File: src/rtl/rlwe_pkg.sv
// Shared constants, FSM state type and coefficient decode helper for the RLWE decode stage.
package rlwe_pkg;
  localparam int Q      = 10;
  localparam int N      = 4;
  localparam int IDX_W  = $clog2(N);
  localparam int MARG_W = $clog2(N + 1);

  typedef enum logic [1:0] {IDLE, PROC, PUSH} state_t;

  // Top three bits of d within 2^(q-3) of a decision boundary.
  localparam logic [2:0] MARG_PAT_A = 3'b001;
  localparam logic [2:0] MARG_PAT_B = 3'b010;
  localparam logic [2:0] MARG_PAT_C = 3'b101;
  localparam logic [2:0] MARG_PAT_D = 3'b110;

  typedef struct packed {
    logic msg_bit;
    logic marg;
  } dec_t;

  // msg_bit set iff d lies in [2^q/4, 3*2^q/4), i.e. the two top bits differ.
  function automatic dec_t decode_coef(input logic [2:0] top);
    dec_t r;
    r.msg_bit = top[2] ^ top[1];
    r.marg    = (top == MARG_PAT_A) || (top == MARG_PAT_B) ||
                (top == MARG_PAT_C) || (top == MARG_PAT_D);
    return r;
  endfunction
endpackage

File: src/rtl/msg_fifo2.sv
// Two-entry synchronous FIFO; head is registered and reads as zero when empty.
// A push while full is accepted only when a pop happens in the same cycle.
module msg_fifo2 #(
  parameter int W = 8
) (
  input  logic         clk,
  input  logic         rst,
  input  logic         push,
  input  logic         pop,
  input  logic [W-1:0] din,
  output logic         full,
  output logic         empty,
  output logic [W-1:0] dout
);
  logic [W-1:0] mem [2];
  logic         wr_ptr;
  logic         rd_ptr;
  logic [1:0]   cnt;
  logic         push_en;
  logic         pop_en;

  assign full    = (cnt == 2'd2);
  assign empty   = (cnt == 2'd0);
  assign pop_en  = pop && !empty;
  assign push_en = push && (!full || pop_en);
  assign dout    = empty ? '0 : mem[rd_ptr];

  always_ff @(posedge clk) begin
    if (rst) begin
      wr_ptr <= 1'b0;
      rd_ptr <= 1'b0;
      cnt    <= 2'd0;
      for (int i = 0; i < 2; i++) mem[i] <= '0;
    end else begin
      // When full, wr_ptr == rd_ptr: overwriting the slot being popped is safe.
      if (push_en) begin
        mem[wr_ptr] <= din;
        wr_ptr      <= ~wr_ptr;
      end
      if (pop_en) rd_ptr <= ~rd_ptr;
      cnt <= cnt + {1'b0, push_en} - {1'b0, pop_en};
    end
  end
endmodule

File: src/rtl/rlwe_decode.sv
// Decodes d = v - p mod 2^q per coefficient into message bits plus a marginal count.
// One coefficient per cycle; words queue in a 2-entry FIFO that stalls the FSM when full.
module rlwe_decode #(
  parameter int N = rlwe_pkg::N,
  parameter int q = rlwe_pkg::Q
) (
  input  logic                       clk,
  input  logic                       rst,
  input  logic                       in_valid,
  output logic                       in_ready,
  input  logic [q-1:0]               p_0,
  input  logic [q-1:0]               p_1,
  input  logic [q-1:0]               p_2,
  input  logic [q-1:0]               p_3,
  input  logic [q-1:0]               v_0,
  input  logic [q-1:0]               v_1,
  input  logic [q-1:0]               v_2,
  input  logic [q-1:0]               v_3,
  output logic                       msg_valid,
  input  logic                       msg_ready,
  output logic [N-1:0]               msg,
  output logic [rlwe_pkg::MARG_W-1:0] msg_marg
);
  import rlwe_pkg::*;

  state_t               state, state_nxt;
  logic [q-1:0]         p_r [N];
  logic [q-1:0]         v_r [N];
  logic [IDX_W-1:0]     k;
  logic [N-1:0]         bits_acc;
  logic [MARG_W-1:0]    marg_acc;
  logic [q-1:0]         d;
  dec_t                 dec;
  logic                 capture;
  logic                 fifo_push;
  logic                 fifo_pop;
  logic                 fifo_full;
  logic                 fifo_empty;
  logic [N+MARG_W-1:0]  fifo_dout;
  logic                 unused_d_low;

  // Subtraction wraps naturally at q bits; only the top three bits decide.
  assign d            = v_r[k] - p_r[k];
  assign dec          = decode_coef(d[q-1 -: 3]);
  assign unused_d_low = ^d[q-4:0];

  always_ff @(posedge clk) begin
    if (rst) state <= IDLE;
    else     state <= state_nxt;
  end

  always_comb begin
    state_nxt = state;
    in_ready  = 1'b0;
    capture   = 1'b0;
    fifo_push = 1'b0;
    case (state)
      IDLE: begin
        in_ready = 1'b1;
        if (in_valid) begin
          capture   = 1'b1;
          state_nxt = PROC;
        end
      end
      PROC: if (k == IDX_W'(N - 1)) state_nxt = PUSH;
      PUSH: if (!fifo_full || fifo_pop) begin
        fifo_push = 1'b1;
        state_nxt = IDLE;
      end
      default: state_nxt = IDLE;
    endcase
  end

  always_ff @(posedge clk) begin
    if (rst) begin
      k        <= '0;
      bits_acc <= '0;
      marg_acc <= '0;
      for (int i = 0; i < N; i++) begin
        p_r[i] <= '0;
        v_r[i] <= '0;
      end
    end else if (capture) begin
      k        <= '0;
      bits_acc <= '0;
      marg_acc <= '0;
      p_r[0] <= p_0; p_r[1] <= p_1; p_r[2] <= p_2; p_r[3] <= p_3;
      v_r[0] <= v_0; v_r[1] <= v_1; v_r[2] <= v_2; v_r[3] <= v_3;
    end else if (state == PROC) begin
      bits_acc[k] <= dec.msg_bit;
      marg_acc    <= marg_acc + MARG_W'(dec.marg);
      k           <= k + 1'b1;
    end
  end

  assign fifo_pop  = !fifo_empty && msg_ready;
  assign msg_valid = !fifo_empty;
  assign msg       = fifo_dout[MARG_W +: N];
  assign msg_marg  = fifo_dout[MARG_W-1:0];

  msg_fifo2 #(.W(N + MARG_W)) u_fifo (
    .clk   (clk),
    .rst   (rst),
    .push  (fifo_push),
    .pop   (fifo_pop),
    .din   ({bits_acc, marg_acc}),
    .full  (fifo_full),
    .empty (fifo_empty),
    .dout  (fifo_dout)
  );
endmodule

File: config.mk
export PLATFORM = sky130hd
export DESIGN_NAME = rlwe_decode
export DESIGN_NICKNAME = d
export VERILOG_FILES = /design/src/rtl/rlwe_pkg.sv /design/src/rtl/msg_fifo2.sv /design/src/rtl/rlwe_decode.sv
export SDC_FILE = /design/constraint.sdc
export NUM_CORES = 1
export LEC_CHECK = 0
export ABC_AREA = 1
export CAP_MARGIN = 0
export CORE_MARGIN = 2
export CORE_UTILIZATION = 48
export DETAILED_ROUTE_END_ITERATION = 10
export PLACE_DENSITY_LB_ADDON = 0.1
export SLEW_MARGIN = 5
export SYNTH_ARGS = -nofsm -noshare
export SYNTH_HDL_FRONTEND = slang
export SYNTH_SLANG_ARGS = --single-unit
File: constraint.sdc
create_clock -name clk -period 3.2 [get_ports clk]
set_input_delay 0.32 -clock clk [delete_from_list [all_inputs] [get_ports clk]]
set_output_delay 0.32 -clock clk [all_outputs]
set_load 0.005 [all_outputs]
# Yosys cells after proc, flatten, opt, wreduce, memory -nomap -nowiden
# Memories as Yosys holds them, arrays and structs flattened. A register that Yosys moved wholly into a read port is not among the register bits.
# Index checks and enable logic that the tools add are counted.
classes:
  add_sub_neg: 5
  n_lt_le_gt_ge: 2
  eq_ne: 11
  muxes: 38
  bitwise_logic: 11
  reduce_logical: 16
ops:
  columns: ["operator", "n"]
  rows:
  - ["two-way mux 10 bit", 8]
  - ["two-way mux 1 bit", 18]
  - ["two-way mux 2 bit", 7]
  - ["two-way mux 7 bit", 2]
  - ["subtractor 10 bit", 1]
  - ["OR 1 bit", 8]
  - ["OR reduction 7 bit", 1]
  - ["equality test 2 bit, second input constant", 3]
  - ["equality test 3 bit, second input constant", 2]
  - ["inequality test 2 bit, second input constant", 3]
  - ["case mux 2 bit (3 select lines)", 1]
  - ["logical OR 1 bit", 5]
  - ["bitwise mux 4 bit", 1]
  - ["logical AND 1 bit", 4]
  - ["zero test 2 bit", 2]
  - ["adder 3 x 1 -> 3 bit", 1]
  - ["equality test 3 x 1 -> 1 bit, second input constant", 1]
  - ["equality test 3 x 2 -> 1 bit, second input constant", 1]
  - ["less-than comparator 2 x 3 -> 1 bit, second input constant", 1]
  - ["AND reduction 3 bit", 1]
  - ["adder 2 x 1 -> 2 bit", 1]
  - ["adder 2 x 1 -> 2 bit, second input constant", 1]
  - ["demux 1 bit (select 2 bit)", 1]
  - ["equality test 2 x 1 -> 1 bit, second input constant", 1]
  - ["other kinds (6)", 8]
totals:
  ff_bits: 15
  ramBits: 94
  inputBits: 84
  memories: 3
memory_table:
  columns: ["memory", "words", "word_bits", "read_ports", "rd_clocked_by_memory_dff", "write_ports", "line_no", "text"]
  rows:
  - ["p_r", 4, 10, 1, 1, 4, "rlwe_decode.sv:27", "logic [q-1:0] p_r [N];"]
  - ["v_r", 4, 10, 1, 1, 4, "rlwe_decode.sv:28", "logic [q-1:0] v_r [N];"]
  - ["u_fifo.mem", 2, 7, 1, 1, 2, "msg_fifo2.sv:15", "logic [W-1:0] mem [2];"]

# Depth between registers and ports, before layout
depth:
  ltp_word: 12
  ltp_mapped: 22

# Cells and area by module
# A second synthesis with hierarchy kept.
unflattened:
  cells_unflattened: 623
  area_unflattened_um2: 5512.8
by_module_without_submodules:
  columns: ["mod", "instances", "cells_each", "area_per_inst_um2", "seq_area_each_um2"]
  rows:
  - ["rlwe_decode", 1, 523, 4604.4, 2662.6]
  - ["msg_fifo2", 1, 100, 908.4, 520.5]

# Least setup slack after synthesis
# Ideal clock, no wire load.
synth_timing:
  kind: "flip-flop to flip-flop"
  from: "register state[1]"
  to: "memory p_r[0][0] (netlist bit), enable pin"
  setup_ps: 476
  arrival_ps: 3021
  setup_slack_ps: -297
  stages_incl_launch_ff: 5
  n_path_buf: 1
  period_less_slack_ps: 3497
  path_cell_list: "dfxtp_1 > nor2_1 > nand2_1 > nand2_1 > clkbuf_1"
synth_rtl:
  columns: ["item", "line_no", "text"]
  rows:
  - ["from (decl)", "rlwe_decode.sv:26", "state_t state, state_nxt;"]
  - ["from (signal assigned)", "rlwe_decode.sv:49", "else state <= state_nxt;"]
  - ["to (decl)", "rlwe_decode.sv:27", null]

==> impl_results.md <==
- H-tree depth: 3
- Num rows: 38
- CP max FO: 34
- Setup TNS: 0 ps
- Post-DP HPWL: ~7.7 mm
- # Max-Cap Violations: 0
- DRT Wirelength: between 10 and 15 mm
- Worst EP required: about 3500 ps
- Drt first pass iters: 5
- Hold_sp: u_fifo.rd_ptr
- CP endpoint kind: flop
- Period utilisation layout: 92.4%
- Rel. slew slack: 61.7%
- Clock Skew: about 20 ps
- Pin count of the biggest net entering global routing: 57
- Most frequent cells in the layout: nor2_1 (132), inv_1 (119), edfxtp_1 (94)
- Pre-CTS setup slack: 161 ps
- Routability cong.: approximately 0.91
- Synthesized area per cell: between 8 and 9 um^2
- Cell count after synthesis: approximately 600
- First-pass GRT wire length: between 15 and 20 mm
- Top routing layer in use: met4
- Clk pin slew, worst setup/hold paths: around 100 ps
- Setup WS post-layout: between 200 and 250 ps
- Post-layout min period: slightly below 3000 ps
- Clock Sinks: 112
- Syn Nets: 701
- Die W: 110 um
- Die H: between 100 and 150 um
- Synth area leaders: edfxtp_1 (52%), nor2_1 (9.2%), inv_1 (8.3%)
- I/O pin count: slightly above 90
- Final Max Slew Viols: 0
- Seq cells post-synth: 112
- Wl on met1: 4.76 mm
- Power per cell area: around 480 nW/um^2
- Total number of yosys warnings: 0
- Multi-input logic area: 1670 um^2
- TritonCTS clock tree: built
- Final net count: 791
- Peak Freq: 338 MHz
- Routed wl met2: just under 5 mm
- Met3 routed WL: roughly 600 um
- Vias: between 4000 and 5000
- CTS root buffer: clkbuf_8
- Clk Latency, worst-skew pair: about 400 ps
- Final setup fails: 0
- Number of global-route vias before repair: roughly 3800
- Fillers: 960
- Mapped Area: between 5000 and 6000 um^2
- P&R area growth vs syn: 24.7%
- Core Region: 10900 um^2
- # diodes: 0
- Status: complete, no violations
- Final hold violations: 0
- Register area share after synthesis: ~59%
- GRT overflow: 0
- Vias per std cell: between 4 and 5
- Die area: 12100 um^2
- Peak supply drop: between 0.2 and 0.25 mV
- GRT Util Overall: ~19%
- Reg area: around 3200 um^2
- Util after Layout: roughly 62%
- # DRC: 0
- Initial DRC Count: roughly 220
- Starting Density: ~49%
- WL/cell: 12.7 um
- Actual slew at the worst max-slew pin: 572 ps
- P_leak: 0.00301 uW
- Port buffer count: 92
- Area share of the largest cell type after synthesis: between 50% and 60%
- Yosys top cell by area: edfxtp_1
- Share of layout cells above drive strength 1: a little over 5%
- Antenna violations before repair: 0
- Arrival time of the worst setup path: around 3200 ps
- Crit start category: flop
- CTS Hold Bufs: 0
- Hold WC Path Type: flop to flop
- Worst hold slack: 470 ps
- Commonest non-fill, non-tap cell in the layout: nor2_1
- CTS Buffer Depth: 2
- CTS buffer count: 9
- CP Class: flop to flop
- Post-DRT Antenna Nets: 0
- Post-synthesis cell type count: 24
-- worst paths after layout --
path	depth (start not counted)	slack (ps)	endpoint
min	1	470	flop
max reg2reg	18	240	marg_acc[2]
max	18	240	marg_acc[2]
min reg2reg	1	470	flop
-- logic make-up (layout without fill, tap and decap cells) --
logic type / Yosys count / count (layout) / synth area share [%]
xor gates and xnor gates: 2 / 2 / 0.325
and+or+nand+nor: 250 / 250 / 18.5
adders and majority gates: 16 / 16 / 3.72
AOI/OAI and AO/OA: 77 / 77 / 8.13
buffers and inverters: 144 / 239 / 10.2
DFF: 112 / 112 / 59.1
-- final cells by class --
class / instances / share of cell area (%)
timing repair buffer: 99 / 15.0
inverter: 124 / 7.01
clock inverter: 7 / 1.29
clock buffer: 9 / 1.84
multi-input combinational: 345 / 24.9
sequential: 112 / 47.4
tap: 140 / 2.61
-- critical path, stage by stage, from the launching register on --
cell     delay, ps
dfxtp_1        420
buf_8          240
nand2_1         80
a32o_1         250
ha_1           330
a21oi_2        200
nand2_1         80
a21oi_1        230
nand3_1        160
nand2_1        120
inv_1           40
nand2_1         50
nand2_1         50
ha_1           170
ha_1           190
inv_1           50
o21ai_0         70
nand2_1         60
nor2_1          30
-- cell usage after synthesis --
cell and n:
xor2_1 1, nand4_1 2, o22ai_1 8, xnor2_1 1
buf_6 1, nand3_1 18, clkinv_1 2, nand2_2 3
clkbuf_1 17, o21ai_1 3, ha_1 16, nor2_1 132
a32o_1 8, nand2_1 91, nand3_2 4, dfxtp_1 18
inv_2 3, buf_2 1, a21oi_1 36, o21bai_1 1
buf_1 1, edfxtp_1 94, inv_1 119, o21ai_0 21
-- repair_timing --
| action | 4_1_cts | 5_1_grt |
|---|---|---|
| setup buffers | 0 | 0 |
| resized for setup | 0 | 7 |
| endpoints found under the setup margin | 0 | 2 |
-- flip-flops by register name, summed over array words and instances, names as in the netlist, named ones only --
signal,count
marg_acc,3
u_fifo.cnt,2
u_fifo.mem,14
u_fifo.rd_ptr,1
state,2
p_r,40
bits_acc,4
k,2
v_r,40
u_fifo.wr_ptr,1
-- per-stage QoR --
stage | area (um^2) | power (uW) | cells
after floorplan | 5390 | 2110 | 601
after detailed placement | 6490 | 2350 | 820
after global placement | 6490 | 2330 | 820
after CTS | 6700 | 3220 | 836
after global routing | 6720 | 3360 | 836
final | 6720 | 3220 | 836
-- report_power, final --
part	switching, uW	total, uW	leakage [uW]	internal [uW]
sequential	42.7	1730	0.00116	1690
combinational	328	592	0.00176	264
clock	513	891	0.0000974	378
-- layer usage --
| layer | global-route usage [%] | vias to the layer above |
|---|---|---|
| met4 | 8.41 | 0 |
| met1 | 23.7 | 1830 |
| met5 | 0 | - |
| met2 | 30.7 | 122 |
| met3 | 3.26 | 22 |
| li1 | - | 2083 |
Note: power is estimated with default switching activity, not from simulation.
